### config.mk
export PLATFORM = sky130hd
export DESIGN_NAME = sort_run_builder_flat
export DESIGN_NICKNAME = d
export VERILOG_FILES = /design/src/rtl/sort_run_builder_if.sv /design/src/rtl/sort_run_builder.sv /design/src/flat_wrapper.sv
export SDC_FILE = /design/constraint.sdc
export NUM_CORES = 1
export LEC_CHECK = 0
export ABC_AREA = 1
export BUFFER_PORTS_ARGS = -buffer_cell sky130_fd_sc_hd__buf_2
export CORE_MARGIN = 4
export CORE_UTILIZATION = 35
export DETAILED_ROUTE_END_ITERATION = 16
export MAX_ROUTING_LAYER = met4
export SYNTH_ARGS = -nofsm -noshare
export SYNTH_HDL_FRONTEND = slang
export SYNTH_SLANG_ARGS = --single-unit
### constraint.sdc
create_clock -name clk -period 10.8 [get_ports clk]
set_clock_uncertainty 0.15 [all_clocks]
set_input_delay 0.54 -clock clk [delete_from_list [all_inputs] [get_ports clk]]
set_output_delay 0.54 -clock clk [all_outputs]
set_load 0.01 [all_outputs]
### src/rtl/sort_run_builder_if.sv
// Handshake bundle for sort_run_builder: upstream word stream in, sorted run out.
interface sort_run_builder_if #(
  parameter int DATA_W = 32
);
  logic              in_valid;
  logic [DATA_W-1:0] in_data;
  logic              in_last;
  logic              in_ready;
  logic              out_valid;
  logic [DATA_W-1:0] out_data;
  logic              out_last;
  logic              out_ready;

  modport master (
    output in_valid, in_data, in_last, out_ready,
    input  in_ready, out_valid, out_data, out_last
  );

  modport slave (
    input  in_valid, in_data, in_last, out_ready,
    output in_ready, out_valid, out_data, out_last
  );
endinterface

### src/rtl/sort_run_builder.sv
// Collects a run of up to DEPTH signed words, keeps them sorted by insertion
// as they arrive, then streams the run out in ascending order.
module sort_run_builder #(
  parameter int DATA_W = 32,
  parameter int DEPTH  = 8
) (
  input  logic                         clk,
  input  logic                         rst_n,
  sort_run_builder_if.slave            bus,
  output logic [$clog2(DEPTH+1)-1:0]   run_len
);
  localparam int LW = $clog2(DEPTH+1);
  localparam int IW = $clog2(DEPTH);

  typedef enum logic {FILL, DRAIN} state_t;
  state_t state;

  logic signed [DATA_W-1:0] mem [DEPTH];
  logic signed [DATA_W-1:0] ins [DEPTH];
  logic signed [DATA_W-1:0] in_s;
  logic signed [DATA_W-1:0] out_data_q;
  logic [LW-1:0]            len_q;
  logic [LW-1:0]            len_inc;
  logic [LW-1:0]            pos;
  logic [IW-1:0]            rd_idx;
  logic [IW-1:0]            rd_nxt;
  logic                     in_ready_q;
  logic                     out_valid_q;
  logic                     out_last_q;
  logic                     accept;
  logic                     xfer;

  assign in_s    = $signed(bus.in_data);
  assign accept  = bus.in_valid && in_ready_q;
  assign xfer    = out_valid_q && bus.out_ready;
  assign len_inc = len_q + 1'b1;
  assign rd_nxt  = rd_idx + 1'b1;

  // Counting entries <= new word yields the stable slot: equal keys stay ahead.
  always_comb begin
    pos = '0;
    for (int unsigned i = 0; i < DEPTH; i++) begin
      if ((LW'(i) < len_q) && (mem[i] <= in_s))
        pos = pos + 1'b1;
    end
    ins[0] = (pos == '0) ? in_s : mem[0];
    for (int unsigned i = 1; i < DEPTH; i++) begin
      if (LW'(i) < pos)
        ins[i] = mem[i];
      else if (LW'(i) == pos)
        ins[i] = in_s;
      else
        ins[i] = mem[i-1];
    end
  end

  always_ff @(posedge clk) begin
    if (accept)
      mem <= ins;
  end

  always_ff @(posedge clk) begin
    if (!rst_n) begin
      state       <= FILL;
      len_q       <= '0;
      rd_idx      <= '0;
      in_ready_q  <= 1'b1;
      out_valid_q <= 1'b0;
      out_last_q  <= 1'b0;
      out_data_q  <= '0;
    end else begin
      case (state)
        FILL: begin
          if (accept) begin
            len_q <= len_inc;
            if (bus.in_last || (len_inc == LW'(DEPTH))) begin
              // Smallest entry is presented from the post-insert image so the
              // first word is valid on the very first DRAIN cycle.
              state       <= DRAIN;
              in_ready_q  <= 1'b0;
              out_valid_q <= 1'b1;
              out_data_q  <= ins[0];
              out_last_q  <= (len_inc == LW'(1));
            end
          end
        end
        DRAIN: begin
          if (xfer) begin
            if (out_last_q) begin
              state       <= FILL;
              in_ready_q  <= 1'b1;
              out_valid_q <= 1'b0;
              out_last_q  <= 1'b0;
              len_q       <= '0;
              rd_idx      <= '0;
            end else begin
              rd_idx     <= rd_nxt;
              out_data_q <= mem[rd_nxt];
              out_last_q <= ((LW'(rd_nxt) + LW'(1)) == len_q);
            end
          end
        end
        default: state <= FILL;
      endcase
    end
  end

  assign bus.in_ready  = in_ready_q;
  assign bus.out_valid = out_valid_q;
  assign bus.out_data  = out_data_q;
  assign bus.out_last  = out_last_q;
  assign run_len       = len_q;
endmodule

### src/flat_wrapper.sv
// flat-port wrapper written by rule: the top's interface ports become plain ports
module sort_run_builder_flat 
#(
  parameter int DATA_W = 32,
  parameter int DEPTH  = 8
)
  (clk, rst_n, run_len, bus_in_valid, bus_in_data, bus_in_last, bus_out_ready, bus_in_ready, bus_out_valid, bus_out_data, bus_out_last);
  sort_run_builder_if #(.DATA_W(DATA_W)) bus_i ();
  input  logic clk;
  input  logic rst_n;
  output logic [$clog2(DEPTH+1)-1:0] run_len;
  input wire logic [$bits(bus_i.in_valid)-1:0] bus_in_valid;
  input wire logic [$bits(bus_i.in_data)-1:0] bus_in_data;
  input wire logic [$bits(bus_i.in_last)-1:0] bus_in_last;
  input wire logic [$bits(bus_i.out_ready)-1:0] bus_out_ready;
  output wire logic [$bits(bus_i.in_ready)-1:0] bus_in_ready;
  output wire logic [$bits(bus_i.out_valid)-1:0] bus_out_valid;
  output wire logic [$bits(bus_i.out_data)-1:0] bus_out_data;
  output wire logic [$bits(bus_i.out_last)-1:0] bus_out_last;
  assign bus_i.in_valid = bus_in_valid;
  assign bus_i.in_data = bus_in_data;
  assign bus_i.in_last = bus_in_last;
  assign bus_i.out_ready = bus_out_ready;
  assign bus_in_ready = bus_i.in_ready;
  assign bus_out_valid = bus_i.out_valid;
  assign bus_out_data = bus_i.out_data;
  assign bus_out_last = bus_i.out_last;
  sort_run_builder #(.DATA_W(DATA_W), .DEPTH(DEPTH)) u_core (.clk(clk), .rst_n(rst_n), .bus(bus_i), .run_len(run_len));
endmodule
==> results of run 1 <==
state kept, by name, indices dropped and copies added, names as in the netlist:
signal                cells
u_core.bus.in_ready       1
u_core.bus.out_data      32
u_core.bus.out_last       1
u_core.bus.out_valid      1
u_core.mem              256
u_core.rd_idx             3
u_core.run_len            4
u_core.state              1
placed cells by master (no fill, tap or decap), types with 6 or more instances in the layout:
cell type | synthesis | routed
buf_2 | 37 | 75
a31oi_1 | 10 | 10
nand2_2 | 10 | 12
clkinv_1 | 32 | 32
o21ai_0 | 130 | 130
clkbuf_8 | 0 | 6
nand4_1 | 50 | 50
a21oi_1 | 280 | 278
edfxtp_1 | 256 | 256
nand2_1 | 561 | 559
o21ai_1 | 223 | 222
nor3_1 | 11 | 11
nand3_1 | 91 | 91
inv_1 | 143 | 143
ha_1 | 266 | 265
nor2_1 | 170 | 166
and2_1 | 32 | 32
nor4_1 | 6 | 6
o22ai_1 | 59 | 59
clkbuf_16 | 0 | 36
o21a_1 | 9 | 9
buf_4 | 4 | 41
dfxtp_1 | 43 | 42
clkbuf_1 | 66 | 13
o211ai_1 | 8 | 8
where the power goes:
group | internal, uW | switching (uW) | total (uW)
clock | 739 | 526 | 1270
combinational | 362 | 648 | 1010
sequential | 1480 | 147 | 1620
total | 2580 | 1320 | 3900
metrics by stage:
stage | power (uW) | cell area [sq um] | instances | hold slack (ps)
after floorplan | 2290 | 21200 | 2562 | 325
after global placement | 2600 | 22400 | 3334 | 302
after detailed placement | 2640 | 22400 | 3334 | 300
after CTS | 3910 | 23600 | 3400 | 225
after global routing | 4120 | 23600 | 3402 | 282
final | 3900 | 23600 | 3402 | 229
kinds of logic (layout without fill, tap and decap cells):
family | after synthesis | in the layout | share of synthesized area
and+or+nand+nor | 953 | 953 | 0.192
AOI/OAI and AO/OA | 740 | 740 | 0.185
DFF | 299 | 299 | 0.404
buffers and inverters | 295 | 360 | 0.0573
adders and majority gates | 266 | 266 | 0.157
xor gates and xnor gates | 9 | 9 | 0.00461
other | 0 | 2 | 0
layout make-up:
| cell class | count | area share |
|---|---|---|
| clock buffers | 55 | 0.0438 |
| clock inverters | 11 | 0.00712 |
| multi-input cells | 1968 | 0.487 |
| repair buffers | 116 | 0.0290 |
| diodes | 2 | 0.000212 |
| well taps | 773 | 0.0410 |
| inverters | 178 | 0.0284 |
| flip-flops and latches | 299 | 0.363 |
metal layers:
layer	up-vias	wire, um	GRT usage
li1	9155	-	-
met4	0	2160	0.0668
met1	9074	30100	0.288
met3	144	5800	0.0347
met2	878	32700	0.359
met5	-	0	-
worst paths after layout:
check                                                 startpoint                                to  cells after the start
worst min-delay path                               bus_out_ready     u_core.rd_idx[0]$_SDFFE_PN0P_                      4
worst min register to register  u_core.bus.in_ready$_SDFFE_PN1P_  u_core.bus.in_ready$_SDFFE_PN1P_                      2
worst max register to register         u_core.mem[255]$_DFFE_PP_         u_core.mem[136]$_DFFE_PP_                     36
worst max-delay path                             bus_in_data[31]         u_core.mem[136]$_DFFE_PP_                     38
worst min-delay path, delay by kind of cell:
kind	cells	cell delay (ps)
AOI/OAI and AO/OA	1	90
buffers and inverters	1	90
and+or+nand+nor	2	180
==> impl_results.md, run 1 <==
- Outcome: finished clean
- Max-cap violations: 0
- Core area: between 50000 and 60000 sq um
- Layout cells sized above 1: 0.0815
- CTS clk-pin slew, worst paths: roughly 60 ps
- First-pass GRT wire length: 108000 um
- RSZ-0062 raised after global routing: false
- FF+latch count, synth: between 200 and 300
- Worst slew pin tran: slightly above 1000 ps
- Worst slack, placed: ~1700 ps
- DP Wirelength: around 50000 um
- Worst VDD drop: between 0.00009 and 0.0001 V
- Worst skew pair latency: ~570 ps
- Root buffer cell: clkbuf_16
- Final Wtd Congestion: approximately 0.91
- Vias in the first global route: between 15k and 20k
- Avg Cell Area, Syn: around 8.3 sq um
- Slew Viols, Final: 0
- Die width: between 200 and 300 um
- Area grow syn2layout: 11.3%
- H-tree depth: 2
- Buffers inserted by post-CTS timing repair: 0
- Hold-fix buffer count after cts: 0
- CTS buffer count: 36
- Top FF cell, synth: edfxtp_1
- Worst path max stage delay: around 690 ps
- Synth Cell Area: about 21000 sq um
- Critical Path AT: ~9000 ps
- Area share of the largest cell type after synthesis: 0.363
- Fmax: around 120 MHz
- Synth top cells by count: 561 x nand2_1, 280 x a21oi_1, 266 x ha_1
- Max clock buf depth: 3
- Critical path's top delay family: simple AND/OR/NAND/NOR gates
- TNS Setup: 0 ps
- Ports: 76
- DR pass1 iterations: 5
- Post-DRT Antenna Nets: 0
- Sequential share of the synthesized area: 0.404
- Number of fill cells: about 5.9k
- Relative slew slack: 0.316
- Async set or reset register ratio after synthesis: 0
- CTS tree: yes
- GRT overflow: 0
- Crit path required time: between 10000 and 15000 ps
- DR iter-0 viols: 1759
- Vert. Die Dim: approximately 250 um
- Warnings from Yosys: 0
- Area of the multi-input gates: between 10000 and 15000 sq um
- Yosys cell types: 48
- Total track usage: 0.222
- CP max FO: 64
- Total Die Area: 64500 sq um
- DR WL/cell: ~21 um
- Cell with the most instances after synthesis: nand2_1
- Via-per-instance ratio: approximately 5.7
- Util after Layout: 0.396
- Pwr dens: about 170 nW/um^2
- Final Cycle Share: 0.803
- Syn_nets: 2865
- CP bufs+invs: 7
- Mapped Cells: roughly 2.6k
- Final hold vios: 0
- Post-synth EDFFs: between 200 and 300
- Std-Cell Rows: slightly below 90
- Setup slack, reg-to-reg: between 2000 and 2500 ps
- Area contributors post-synth: edfxtp_1 36%, ha_1 16%, nand2_1 9.9%
- Port bufs: 75
- Clk sinks: roughly 300
- Area leader, netlist: edfxtp_1
- FF+latch area: between 8000 and 9000 sq um
- Worst setup EP type: flop
- Setup Crit Path Kind: in -> reg
- Final WS setup: about 2100 ps
- Leak Pwr: roughly 0.010 uW
- Initial Util: 0.356
- Via count: a little under 20k
- CTS resizes: 0
- Final setup violation count: 0
- Initial antenna violation count: 1
- Slowest CP cell: nor4_1
- Worst min path class: in -> reg
- CP most frequent cell: nand2_1
- Drt drc: 0
- Min Tclk post-route: 8670 ps
- Final WL: slightly above 70000 um
- Final #Nets: roughly 2.9k
- Nature of the critical path startpoint: input pin
- Largest net degree at the start of global routing: 65
Power figures use the tool's default switching activity.
==> run 2: changes to the inputs <==
- clock period: 10.8 -> 7.6 ns (I/O delays scaled with it)
==> run 2 against run 1 <==
  * Sequential share of layout area is 1.4 points lower
  * Worst setup slack got worse by 1800 ps
  * Total power increased by 46%
  * Design area rose by 3.9%
  * Clock-buffer cell count unchanged
  * Hold slack worse by 170 ps
  * Sequential cell count stayed put
  * Via count increased by 2.3%
  * Global-route usage grew 1.0 points
  * Highest routed layer unchanged
==> impl_results.md, run 2 (synthesized netlist as in run 1, its figures left out) <==
- CP most frequent cell: nand2_1
- # diodes: 0 (-2)
- DR pass1 iterations: 6 (+1)
- Worst r2r dst: u_core.mem[241]$_DFFE_PP_
- Hold-fix buffer count after cts: 0 (unchanged)
- Crit Reg-Reg Startpoint: u_core.mem[239]$_DFFE_PP_
- Final #Nets: 2975 (+2.5%)
- Die width: 254 um (unchanged)
- DR WL/cell: 21.3 um (+2.4%)
- Most frequent cells in the layout: 559 x nand2_1, 278 x a21oi_1, 265 x ha_1
- Final WL: 73900 um (+4.6%)
- TNS Setup: 0 ps (unchanged)
- Post-DRT Antenna Nets: 0 (unchanged)
- Relative slew slack: 0.331 (+0.0145)
- Slew Viols, Final: 0 (unchanged)
- CP Launch Point: u_core.mem[239]$_DFFE_PP_
- Largest net degree at the start of global routing: 65 (unchanged)
- Std-Cell Rows: 89 (unchanged)
- DP Wirelength: 53400 um (+7.5%)
- Pwr Total: 5680 uW (+46%)
- CP bufs+invs: 5 (-2)
- DR iter-0 viols: 1713 (-2.6%)
- CTS clk-pin slew, worst paths: 60 ps (about the same)
- H-tree depth: 2 (unchanged)
- Final WS setup: 332 ps (-1800 ps)
- Setup slack, reg-to-reg: 330 ps (-2040 ps)
- Initial antenna violation count: 0 (-1)
- Most flop-heavy register: u_core.mem
- Max clock buf depth: 3 (unchanged)
- Setup Crit Path Kind: reg -> reg
- Area grow syn2layout: 15.6%
- Port bufs: 75 (unchanged)
- Final Wtd Congestion: 0.946 (+3.7%)
- CP max FO: 32 (-50%)
- Hold path startpoint: bus_out_ready
- Worst min path class: in -> reg
- Total Die Area: 64500 sq um (unchanged)
- Outcome: finished clean
- Number of fill cells: 5848 (-1.6%)
- CTS buffer count: 38 (+5.6%)
- Worst slack, placed: -128 ps (-1820 ps)
- Via count: 19.7k (+2.3%)
- Vert. Die Dim: 254 um (unchanged)
- Pwr dens: 232 nW/um^2 (+40%)
- Min Tclk post-route: just over 7000 ps
- RSZ-0062 raised after global routing: false
- Ports: 76 (unchanged)
- Critical path's top delay family: simple AND/OR/NAND/NOR gates
- Crit path required time: 7760 ps (-3180 ps)
- Worst setup EP type: flop
- Fmax: around 140 MHz
- Via-per-instance ratio: 5.67 (+0.17%)
- First-pass GRT wire length: 112000 um (+3.6%)
- Layout cells sized above 1: 0.108 (+0.0263)
- Drt drc: 0 (unchanged)
- Commonest non-fill, non-tap cell in the layout: nand2_1
- Worst VDD drop: 0.000185 V (+85%)
- Vias in the first global route: 19.1k (+2.5%)
- GRT overflow: 0 (unchanged)
- Reg2Reg Depth: 36 (unchanged)
- Root buffer cell: clkbuf_16
- Clk sinks: 299 (unchanged)
- Worst slew pin tran: 995 ps (-29.7 ps)
- Max reg flops: 256 (unchanged)
- Core area: 59500 sq um (unchanged)
- Worst Setup EP: u_core.mem[241]$_DFFE_PP_
- Leak Pwr: 0.0110 uW (+4.8%)
- Cell depth of the worst hold path: 4 (unchanged)
- Final setup violation count: 0 (unchanged)
- Final Cycle Share: 0.956
- Final hold vios: 0 (unchanged)
- Hold WS: 55.3 ps (-173 ps)
- Max-cap violations: 0 (unchanged)
- Nature of the critical path startpoint: flop
- Critical Path AT: 7420 ps (-1390 ps)
- Total track usage: 0.232 (+0.0101)
- Critical path depth: 36 (-5.3%)
- Initial Util: 0.356 (unchanged)
- CTS tree: yes
- Worst skew pair latency: 570 ps (about the same)
- Worst path max stage delay: 450 ps (-240 ps)
- Slowest CP cell: edfxtp_1
run 2: worst min path at each step:
stage / to / slack (ps)
4_1_cts: u_core.rd_idx[0]$_SDFFE_PN0P_ / 40
3_3_place_gp: u_core.bus.in_ready$_SDFFE_PN1P_ / 300
2_1_floorplan: u_core.rd_idx[1]$_SDFFE_PN0P_ / 320
3_5_place_dp: u_core.bus.in_ready$_SDFFE_PN1P_ / 310
6_report: u_core.rd_idx[0]$_SDFFE_PN0P_ / 60
5_1_grt: u_core.rd_idx[0]$_SDFFE_PN0P_ / 70
run 2: per-layer routing:
metal	vias to the layer above	part of all wire	global-route usage
met2	771	0.46	0.370
met5	-	0	-
met3	153	0.072	0.0339
li1	9298	-	-
met1	9469	0.43	0.303
met4	0	0.036	0.0809
run 2: power by group:
part	leakage, uW	internal (uW)	switching, uW
sequential	0.00282	2100	201
combinational	0.00753	586	967
clock	0.000610	1070	764
run 2: per-stage QoR:
stage | instance area (sq um) | util | instances
2_1_floorplan | 21200 | - | 2562
5_1_grt | 24500 | 0.412 | 3474
3_5_place_dp | 23200 | 0.391 | 3404
3_3_place_gp | 23200 | 0.391 | 3404
4_1_cts | 24500 | 0.411 | 3473
6_report | 24500 | 0.412 | 3474
run 2: repair_timing:
action,4_1_cts,5_1_grt
gates resized for setup,0,2
endpoints found under the setup margin,0,242
buffers inserted,0,1
run 2: worst min-delay path: stages:
cell      delay [ps]
buf_2             90
nand2_1           50
nor2_1           120
a211oi_1          80
run 2: final cells by class:
type | count | area [sq um] | share of cell area
clock inverter | 14 | 145 | 0.00593
timing repair buffer | 187 | 1550 | 0.0635
multi-input combinational | 1968 | 11500 | 0.470
sequential | 299 | 8550 | 0.349
clock buffer | 55 | 1090 | 0.0444
inverter | 178 | 669 | 0.0274
tap | 773 | 967 | 0.0395
==> run 3: changes to the inputs <==
- CORE_ASPECT_RATIO: unset -> 1.1
==> run 3 against run 2 <==
  * Sequential power about the same
  * First-iteration DRC count increased by 2.0%
  * Via count decreased by 1.4%
  * Critical endpoint is now u_core.mem[115]$_DFFE_PP_
  * Hold slack improved by 35 ps
  * Die area about the same
  * Routed wire length decreased by 4.5%
  * Clock-buffer cell count increased by 8
  * Critical path depth increased by 1
  * Clock power decreased by 2%
  * Register-to-register slack improved by 100 ps
  * Non-clock buffer count decreased by 9
  * Sequential cell count unchanged
==> impl_results.md, run 3 (synthesized netlist as in run 1, its figures left out) <==
- Outcome: finished clean
- Clk sinks: 299 (unchanged)
- Max reg flops: 256 (unchanged)
- Std-Cell Rows: 94 (+5.6%)
- GRT overflow: 0 (unchanged)
- Total track usage: 0.221 (-0.0103)
- Hold path startpoint: bus_out_ready
- Worst min path class: in -> reg
- Seq pwr share: 0.407 (+0.003)
- Final #Nets: 2966 (-0.30%)
- Hold Path Sink: u_core.rd_idx[0]$_SDFFE_PN0P_
- Relative slew slack: 0.168 (-0.163)
- Nature of the critical path startpoint: flop
- Cell depth of the worst hold path: 4 (unchanged)
- Die width: 243 um (-4.5%)
- Area of the multi-input gates: 11600 sq um (+0.47%)
- Most frequent cells in the layout: 558 x nand2_1, 278 x a21oi_1, 263 x ha_1
- Max-cap violations: 0 (unchanged)
- Crit Reg-Reg Startpoint: u_core.mem[195]$_DFFE_PP_
- FF+latch area: 8550 sq um (unchanged)
- Worst skew pair latency: 560 ps (about the same)
- H-tree depth: 2 (unchanged)
- DR WL/cell: 20.4 um (-4.1%)
- DR pass1 iterations: 5 (-1)
- Root buffer cell: clkbuf_16
- Layout cells sized above 1: 0.105 (-0.00298)
- Post-DRT Antenna Nets: 0 (unchanged)
- Core area: 59900 sq um (+0.67%)
- Total Die Area: 64500 sq um (about the same)
- P_int: 3740 uW (-0.24%)
- Port bufs: 75 (unchanged)
- Non-Filler Instances: 3460 (-0.40%)
- Slew Viols, Final: 0 (unchanged)
- Critical Path AT: 7280 ps (-140 ps)
- Largest net degree at the start of global routing: 52 (-20%)
- CP max FO: 16 (-50%)
- Vert. Die Dim: 266 um (+4.7%)
- Worst path max stage delay: 430 ps (-20 ps)
- Worst r2r dst: u_core.mem[115]$_DFFE_PP_
- Worst setup EP type: flop
- Min Tclk post-route: 7170 ps (-102 ps)
- Via count: 19.4k (-1.4%)
- Fmax: 140 MHz (+1.4%)
- Leak Pwr: 0.0109 uW (-0.37%)
- Final setup violation count: 0 (unchanged)
- CTS tree: yes
- Pwr dens: 230 nW/um^2 (-1.1%)
- Logic pwr share: 0.275 (+0.002)
- Switch Pwr: 1870 uW (-3.2%)
- # diodes: 0 (unchanged)
- Switching Fraction: 0.333 (-0.00664)
- Number of fill cells: 5912 (+1.1%)
- Ports: 76 (unchanged)
- Dpl cells: 3390 (-0.41%)
- DP Wirelength: 51600 um (-3.4%)
- Setup Crit Path Kind: reg -> reg
- CP most frequent cell: nand2_1
- CTS buffer count: 38 (unchanged)
- Most flop-heavy register: u_core.mem
- Hold-fix buffer count after cts: 0 (unchanged)
- Via-per-instance ratio: 5.61 (-0.99%)
- Crit path required time: 7710 ps (-50 ps)
- Area grow syn2layout: 15.5% (about the same)
- Vias in the first global route: 19.1k (-0.13%)
- CTS clk-pin slew, worst paths: 60 ps (about the same)
- Final WL: 70600 um (-4.5%)
- Final hold vios: 0 (unchanged)
- Commonest non-fill, non-tap cell in the layout: nand2_1
- TNS Setup: 0 ps (unchanged)
- Setup slack, reg-to-reg: 430 ps (+100 ps)
- Reg2Reg Depth: 37 (+2.8%)
- Initial Util: 0.354 (-0.00238)
- Max clock buf depth: 3 (unchanged)
- DR iter-0 viols: 1748 (+2.0%)
- Initial antenna violation count: 0 (unchanged)
- Worst slew pin tran: 1240 ps (+242 ps)
- Slowest CP cell: edfxtp_1
- Final Cycle Share: 0.943 (-0.0135)
- Worst VDD drop: 0.000133 V (-28%)
- Final Wtd Congestion: 0.925 (-2.2%)
- Drt drc: 0 (unchanged)
- First-pass GRT wire length: 109000 um (-2.6%)
- Clock share of power: 0.318 (-0.005)
## run 3: cell count changes in the layout (fill, tap and decap cells not counted), moves of 3 or more
| cell | delta |
|---|---|
| buf_4 | -12 |
| buf_12 | +3 |
| clkinv_2 | -5 |
| clkbuf_1 | +8 |
## run 3: layout make-up
cell class | count | share of cell area
Multi-Input combinational cell | 1968 | 0.473
Sequential cell | 299 | 0.350
Clock buffer | 63 | 0.0466
Clock inverter | 6 | 0.00215
Tap cell | 768 | 0.0393
Inverter | 178 | 0.0274
Timing Repair Buffer | 178 | 0.0623
## run 3: worst max-delay path by stage
stage	start	end
3_3_place_gp	bus_in_data[3]	u_core.mem[111]$_DFFE_PP_
6_report	u_core.mem[195]$_DFFE_PP_	u_core.mem[115]$_DFFE_PP_
5_1_grt	u_core.mem[195]$_DFFE_PP_	u_core.mem[139]$_DFFE_PP_
4_1_cts	u_core.mem[223]$_DFFE_PP_	u_core.mem[102]$_DFFE_PP_
2_1_floorplan	bus_in_data[3]	u_core.mem[100]$_DFFE_PP_
3_5_place_dp	bus_in_data[31]	u_core.mem[111]$_DFFE_PP_
## run 3: metal layers
metal	global-route usage	routed length (um)	vias to the layer above	share of wire
met5	-	0	-	0
met4	0.0755	2290	0	0.032
met3	0.0290	4390	128	0.062
met2	0.376	34100	698	0.48
met1	0.274	29800	9286	0.42
li1	-	-	9306	-
## run 3: power groups by stage
stage                     logic, uW  clock network, uW  registers, uW
after floorplan                 997                  0           2260
after global placement         1470                  0           2300
after detailed placement       1520                  0           2310
after CTS                      1530               1820           2280
after global routing           1750               1890           2310
final                          1540               1790           2280
## run 3: critical path, delay by kind of cell, from the launching register on
kind / cells / cell delay, ps
DFF: 1 / 430
AOI/OAI and AO/OA: 8 / 1590
buffers and inverters: 6 / 600
and+or+nand+nor: 14 / 1750
xor gates and xnor gates: 2 / 400
adders and majority gates: 7 / 1940
## run 3: metrics by stage
step / instance area (sq um) / hold WS [ps] / utilization / setup slack [ps] / power, uW
2_1_floorplan: 21200 / 325 / - / 74.8 / 3260
3_3_place_gp: 23200 / 301 / 0.387 / 83.2 / 3770
3_5_place_dp: 23200 / 311 / 0.387 / -50.6 / 3830
4_1_cts: 24400 / 48.8 / 0.407 / 120 / 5630
5_1_grt: 24500 / 110 / 0.408 / -2.54 / 5950
6_report: 24500 / 90.7 / 0.408 / 434 / 5610
## run 3: timing repair
action | 4_1_cts | 5_1_grt
endpoints found under the setup margin | 0 | 512
resized for setup | 0 | 13
setup buffers | 0 | 1
